### config.mk
export PLATFORM = sky130hd
export DESIGN_NAME = out_spike_packetizer
export DESIGN_NICKNAME = d
export VERILOG_FILES = /design/src/rtl/out_spike_packetizer.sv
export SDC_FILE = /design/constraint.sdc
export NUM_CORES = 1
export LEC_CHECK = 0
export ABC_CLOCK_PERIOD_IN_PS = 2600
export BUFFER_PORTS_ARGS = -buffer_cell sky130_fd_sc_hd__buf_4
export CAP_MARGIN = 5
export CORE_AREA = 2 2 249 251
export DETAILED_ROUTE_END_ITERATION = 8
export DIE_AREA = 0 0 251 253
export HOLD_SLACK_MARGIN = 0.02
export SKIP_CTS_REPAIR_TIMING = 1
export SYNTH_ARGS = -nofsm -noshare
export SYNTH_HDL_FRONTEND = slang
export SYNTH_SLANG_ARGS = --single-unit
### constraint.sdc
create_clock -name clk_i -period 2.6 [get_ports clk_i]
set_clock_uncertainty 0.15 [all_clocks]
set_input_delay 0.78 -clock clk_i [delete_from_list [all_inputs] [get_ports clk_i]]
set_output_delay 0.78 -clock clk_i [all_outputs]
set_load 0.05 [all_outputs]
### src/rtl/out_spike_packetizer.sv
// Double-buffered spike collector that serialises one timestep's fired neurons into NoC packets.
// Define PKT_TIMESTAMP_EN to prepend a per-timestep timestamp field to every packet.
module out_spike_packetizer #(
  parameter int NUM_NEURONS          = 256,
  parameter int NEURON_CNT_BIT_WIDTH = 8,
  parameter int COORD_WIDTH          = 4,
  parameter int X_ID                 = 1,
  parameter int Y_ID                 = 1,
  parameter int TS_WIDTH             = 8,
`ifdef PKT_TIMESTAMP_EN
  localparam int PKT_WIDTH = TS_WIDTH + 2*COORD_WIDTH + NEURON_CNT_BIT_WIDTH
`else
  localparam int PKT_WIDTH = 2*COORD_WIDTH + NEURON_CNT_BIT_WIDTH
`endif
) (
  input  logic                            clk_i,
  input  logic                            rst_n_i,
  input  logic                            start_i,
  input  logic                            wrEn_spike_i,
  input  logic [NEURON_CNT_BIT_WIDTH-1:0] neuronAddr_i,
  input  logic                            spike_i,
  output logic [PKT_WIDTH-1:0]            pkt_o,
  output logic                            pkt_valid_o,
  input  logic                            pkt_ready_i,
  output logic                            busy_o,
  output logic                            done_o,
  output logic [NEURON_CNT_BIT_WIDTH:0]   spikeCnt_o,
  output logic                            overrun_o
);

  localparam logic [NEURON_CNT_BIT_WIDTH-1:0] LAST_IDX = NEURON_CNT_BIT_WIDTH'(NUM_NEURONS - 1);
  localparam logic [COORD_WIDTH-1:0]          X_COORD  = COORD_WIDTH'(X_ID);
  localparam logic [COORD_WIDTH-1:0]          Y_COORD  = COORD_WIDTH'(Y_ID);

  if (NEURON_CNT_BIT_WIDTH < $clog2(NUM_NEURONS) || TS_WIDTH < 1) begin : g_param_check
    $error("out_spike_packetizer: NEURON_CNT_BIT_WIDTH too small or TS_WIDTH < 1");
  end

  typedef enum logic [1:0] {
    ST_IDLE,
    ST_SCAN,
    ST_SEND,
    ST_DONE
  } state_t;

  state_t                          state_q, state_d;
  logic [NEURON_CNT_BIT_WIDTH-1:0] idx_q, idx_d;
  logic [PKT_WIDTH-1:0]            pkt_q, pkt_d;
  logic [NEURON_CNT_BIT_WIDTH:0]   cnt_q, cnt_d;
  logic                            overrun_q, overrun_d;
  logic [NUM_NEURONS-1:0]          collect_q, collect_d;
  logic [NUM_NEURONS-1:0]          send_q, send_d;
  logic                            start_accept;
`ifdef PKT_TIMESTAMP_EN
  logic [TS_WIDTH-1:0]             ts_q, ts_d;
  logic [TS_WIDTH-1:0]             pass_ts_q, pass_ts_d;
`endif

  assign start_accept = start_i && (state_q == ST_IDLE);

  // A start clears the collect buffer first, so a coincident write belongs to the new timestep.
  always_comb begin
    collect_d = start_accept ? '0 : collect_q;
    if (wrEn_spike_i && spike_i) begin
      for (int i = 0; i < NUM_NEURONS; i++) begin
        if (neuronAddr_i == NEURON_CNT_BIT_WIDTH'(i)) begin
          collect_d[i] = 1'b1;
        end
      end
    end
  end

  always_comb begin
    state_d   = state_q;
    idx_d     = idx_q;
    pkt_d     = pkt_q;
    cnt_d     = cnt_q;
    send_d    = send_q;
    overrun_d = overrun_q;
`ifdef PKT_TIMESTAMP_EN
    ts_d      = ts_q;
    pass_ts_d = pass_ts_q;
`endif

    case (state_q)
      ST_IDLE: begin
        if (start_i) begin
          send_d  = collect_q;
          cnt_d   = '0;
          idx_d   = '0;
          state_d = ST_SCAN;
`ifdef PKT_TIMESTAMP_EN
          pass_ts_d = ts_q;
          ts_d      = ts_q + 1'b1;
`endif
        end
      end
      ST_SCAN: begin
        if (send_q[idx_q]) begin
`ifdef PKT_TIMESTAMP_EN
          pkt_d = {pass_ts_q, X_COORD, Y_COORD, idx_q};
`else
          pkt_d = {X_COORD, Y_COORD, idx_q};
`endif
          state_d = ST_SEND;
        end else if (idx_q == LAST_IDX) begin
          state_d = ST_DONE;
        end else begin
          idx_d = idx_q + 1'b1;
        end
      end
      ST_SEND: begin
        if (pkt_ready_i) begin
          cnt_d         = cnt_q + 1'b1;
          send_d[idx_q] = 1'b0;
          if (idx_q == LAST_IDX) begin
            state_d = ST_DONE;
          end else begin
            idx_d   = idx_q + 1'b1;
            state_d = ST_SCAN;
          end
        end
      end
      ST_DONE: begin
        state_d = ST_IDLE;
      end
      default: begin
        state_d = ST_IDLE;
      end
    endcase

    // A start outside IDLE is dropped; the sticky flag records that a timestep was merged.
    if (start_i && (state_q != ST_IDLE)) begin
      overrun_d = 1'b1;
    end
  end

  always_ff @(posedge clk_i) begin
    if (!rst_n_i) begin
      state_q   <= ST_IDLE;
      idx_q     <= '0;
      pkt_q     <= '0;
      cnt_q     <= '0;
      overrun_q <= 1'b0;
      collect_q <= '0;
      send_q    <= '0;
`ifdef PKT_TIMESTAMP_EN
      ts_q      <= '0;
      pass_ts_q <= '0;
`endif
    end else begin
      state_q   <= state_d;
      idx_q     <= idx_d;
      pkt_q     <= pkt_d;
      cnt_q     <= cnt_d;
      overrun_q <= overrun_d;
      collect_q <= collect_d;
      send_q    <= send_d;
`ifdef PKT_TIMESTAMP_EN
      ts_q      <= ts_d;
      pass_ts_q <= pass_ts_d;
`endif
    end
  end

  assign pkt_o       = pkt_q;
  assign pkt_valid_o = (state_q == ST_SEND);
  assign busy_o      = (state_q != ST_IDLE);
  assign done_o      = (state_q == ST_DONE);
  assign spikeCnt_o  = cnt_q;
  assign overrun_o   = overrun_q;

endmodule

==> summary.txt <==
Synthesis
  – Ys async rst share: 0%
  – Simple-Gate Fraction of Synth Area: 11.85%
  – Ranking of synthesized cells by area: dfxtp_1, a22oi_1, nor2b_1
  – Seq/Total Area, Yosys: 46.21%
  – Most common library cells after synthesis: dfxtp_1, o21ai_0, a22oi_1, nor2b_1, a21oi_1
  – Post-Synth Adder-Cell Area: 0.5338%
  – Yosys top cell by area: dfxtp_1
  – Post-synth top area share: 46.21%
  – Synth warnings: 0
  – Post-Syn Instances: 2568
  – Post-synthesis cell area: 23440 sq um
  – Main combinational cell family by area after synthesis: compound AO/OA/AOI/OAI gates
  – Most frequent cell after synthesis: dfxtp_1
  – Synth unique cells: 54
  – Mean cell area of the mapped netlist: 9.127 sq um
  – Post-synthesis mux area share: 6.887%
  – #FFs+latches synth: 541
  – Top_reg_cell synth: dfxtp_1
  – Post-synth EDFFs: 0
  – Post-synthesis compound-gate area fraction: 28.42%
  – Synth Area in XOR/XNOR: 0.2990%

Layout
  – Share of layout cells above drive strength 1: 18.23%
  – Final #Nets: 2619
  – Antenna diode count: 0
  – Fill cell count: 5672
  – Area grow syn2layout: 20.12%
  – Final cell count without fillers: 3428

Die
  – # rows: 91
  – Die area: 63500 sq um
  – Die Y: 253 microns
  – Core footprint: 61030 sq um
  – Initial core utilization: 38.40%
  – Horiz. Die Dim: 251 microns
  – Num ports: 43

GRT
  – Global Route Usage Sum: 25.39%
  – Initial antenna violation count: 1
  – Vias in the first global route: 20221
  – Largest net degree at the start of global routing: 123
  – Grt ovf: 0
  – Global-route wire length before repair: 126000 microns

Drt
  – Average wire per standard cell: 24.59 microns
  – Final wirelength: 84290 microns
  – Total vias in the final route: 21540
  – Post-route ant nets: 0
  – DRT Pass-1 Iters: 6
  – Vias per inst: 6.284
  – DR DRC count: 0
  – DRT iter0 DRCs: 2472

Critical path
  – Crit start category: flip-flop
  – CP delay by family, top: compound AO/OA/AOI/OAI gates
  – Worst Path Buf+Inv: 3
  – Crit-path max FO: 7
  – CP required: 2.96 ns
  – Most used cell, CP: a221oi_4
  – Critical path cell sequence: buf_12 > buf_8 > mux4_2 > a211oi_4 > nor4_4 > a221oi_4 > a221oi_4 > nand2b_4 > buf_4 > a22oi_2 > nor2b_1
  – Crit-path slowest cell: mux4_2
  – CP max stage delay: 0.52 ns
  – CP endpoint kind: flip-flop
  – Critical path arrival: 3.38 ns
  – Critical path class: flip-flop to flip-flop

STA
  – RSZ-0062 raised after global routing: yes
  – Final setup margin: -0.4202 ns
  – Max-slew violations: 0
  – Min Tclk post-route: 3.020 ns
  – Setup-failing EPs final: 19
  – Final period util: 116.2%
  – Slew @ Worst Pin: 0.8054 ns
  – Final setup TNS: -6.363 ns
  – Fin. Hold Viols: 0
  – Slew margin rel.: 46.18%
  – Max Fclk: 331.1 MHz

Clocking
  – Clk_lat worst skew: 0.63 ns
  – H-tree levels: 2
  – Clk pin slew, worst setup/hold paths: 0.06 ns
  – CTS sink cnt: 541
  – Clock root buffer: clkbuf_16
  – CTS tree: built
  – Clk buf depth: 3
  – Num CTS Buffers: 55

Power and ir drop
  – Power density cells: 978.8 nW/um^2
  – Peak supply drop: 0.5247 mV
  – Total power: 0.02755 W
  – Leak pwr: 9.130 nW

Job
  – Max Cap Violations: 0

Placed design
  – Placed cell count: 3294
  – Final HPWL DP: 52160 microns
  – GP Congestion: 0.9172
  – Port Buffers: 36
  – Setup WS pre-CTS: -0.6544 ns

Outcome
  – Failing checks: setup timing
  – Status: finished, violations left

Worst hold path
  – Hold Path Class: primary input to flip-flop
final timing paths:
check / depth (start not counted) / endpoint / from / slack, ns
worst max-delay path: 11 / idx_q[6]$_SDFFE_PN0P_ / idx_q[1]$_SDFFE_PN0P_ / -0.42
worst min register to register: 1 / pkt_o[8]$_SDFFE_PN0P_ / pkt_o[8]$_SDFFE_PN0P_ / 0.36
worst max register to register: 11 / idx_q[6]$_SDFFE_PN0P_ / idx_q[1]$_SDFFE_PN0P_ / -0.42
worst min-delay path: 3 / overrun_o$_SDFFE_PN0P_ / start_i / 0.31
layout by cell type (no fill, tap or decap), types with 15 or more instances in the layout:
cell type / instances
dfxtp_1: 537
o21ai_0: 278
nor2b_1: 272
a22oi_1: 265
a21oi_1: 263
o22ai_1: 241
buf_4: 197
clkbuf_16: 61
nand2_1: 60
mux2i_1: 54
buf_12: 48
mux4_2: 41
nor2_1: 39
nand3_1: 26
nand4_1: 17
clkbuf_1: 17
nor3_2: 15
registers in the layout (all words and copies together), names as in the netlist:
name	count
idx_q	8
overrun_o	1
send_q	256
state_q	2
spikeCnt_o	9
pkt_o	9
collect_q	256
final cells by class:
cell class                 count  area, sq um  share of cell area, %
inverter                      10        37.54                 0.1333
sequential                   541        10840                  38.52
clock buffer                  84         1628                  5.782
clock inverter                16        203.9                 0.7244
multi-input combinational   1725        11750                  41.75
tap                          790        988.4                  3.511
timing repair buffer         262         2698                  9.582
worst min-delay path: stages:
cell	delay, ns
buf_4	0.11
a21oi_1	0.06
nor2b_1	0.10
logic make-up (layout without fill, tap and decap cells):
kind of cell             after synthesis  count (layout)
AO/OA/AOI/OAI                       1104            1104
XOR/XNOR                               8               8
adder cells (fa/ha/maj)               10              10
buffers and inverters                307             372
flip-flops                           541             541
multiplexers                         104             104
other                                  1               6
AND/OR/NAND/NOR                      493             493
metal layers:
layer | routed length [microns] | part of all wire [%] | track usage (%) | vias to the layer above
met1 | 35430 | 42 | 34.10 | 10580
met2 | 38080 | 45 | 40.09 | 1169
li1 | - | - | - | 9563
met4 | 3381 | 4.0 | 10.29 | 2
met5 | 15 | 0.018 | 0 | -
met3 | 7390 | 8.8 | 4.934 | 226
power by group:
part	internal (W)	switching [W]
registers	0.00983	0.00104
logic	0.00334	0.00517
clock network	0.00471	0.00346
metrics by stage:
step	util [%]	hold WS, ns	cell area [sq um]
detailed placement	41.88	0.3457	25560
floorplan	-	0.3169	23520
global placement	41.88	0.3273	25560
CTS	44.88	0.2914	27390
finish	46.13	0.3091	28150
global route	46.13	0.3296	28150
Power figures use the tool's default switching activity.
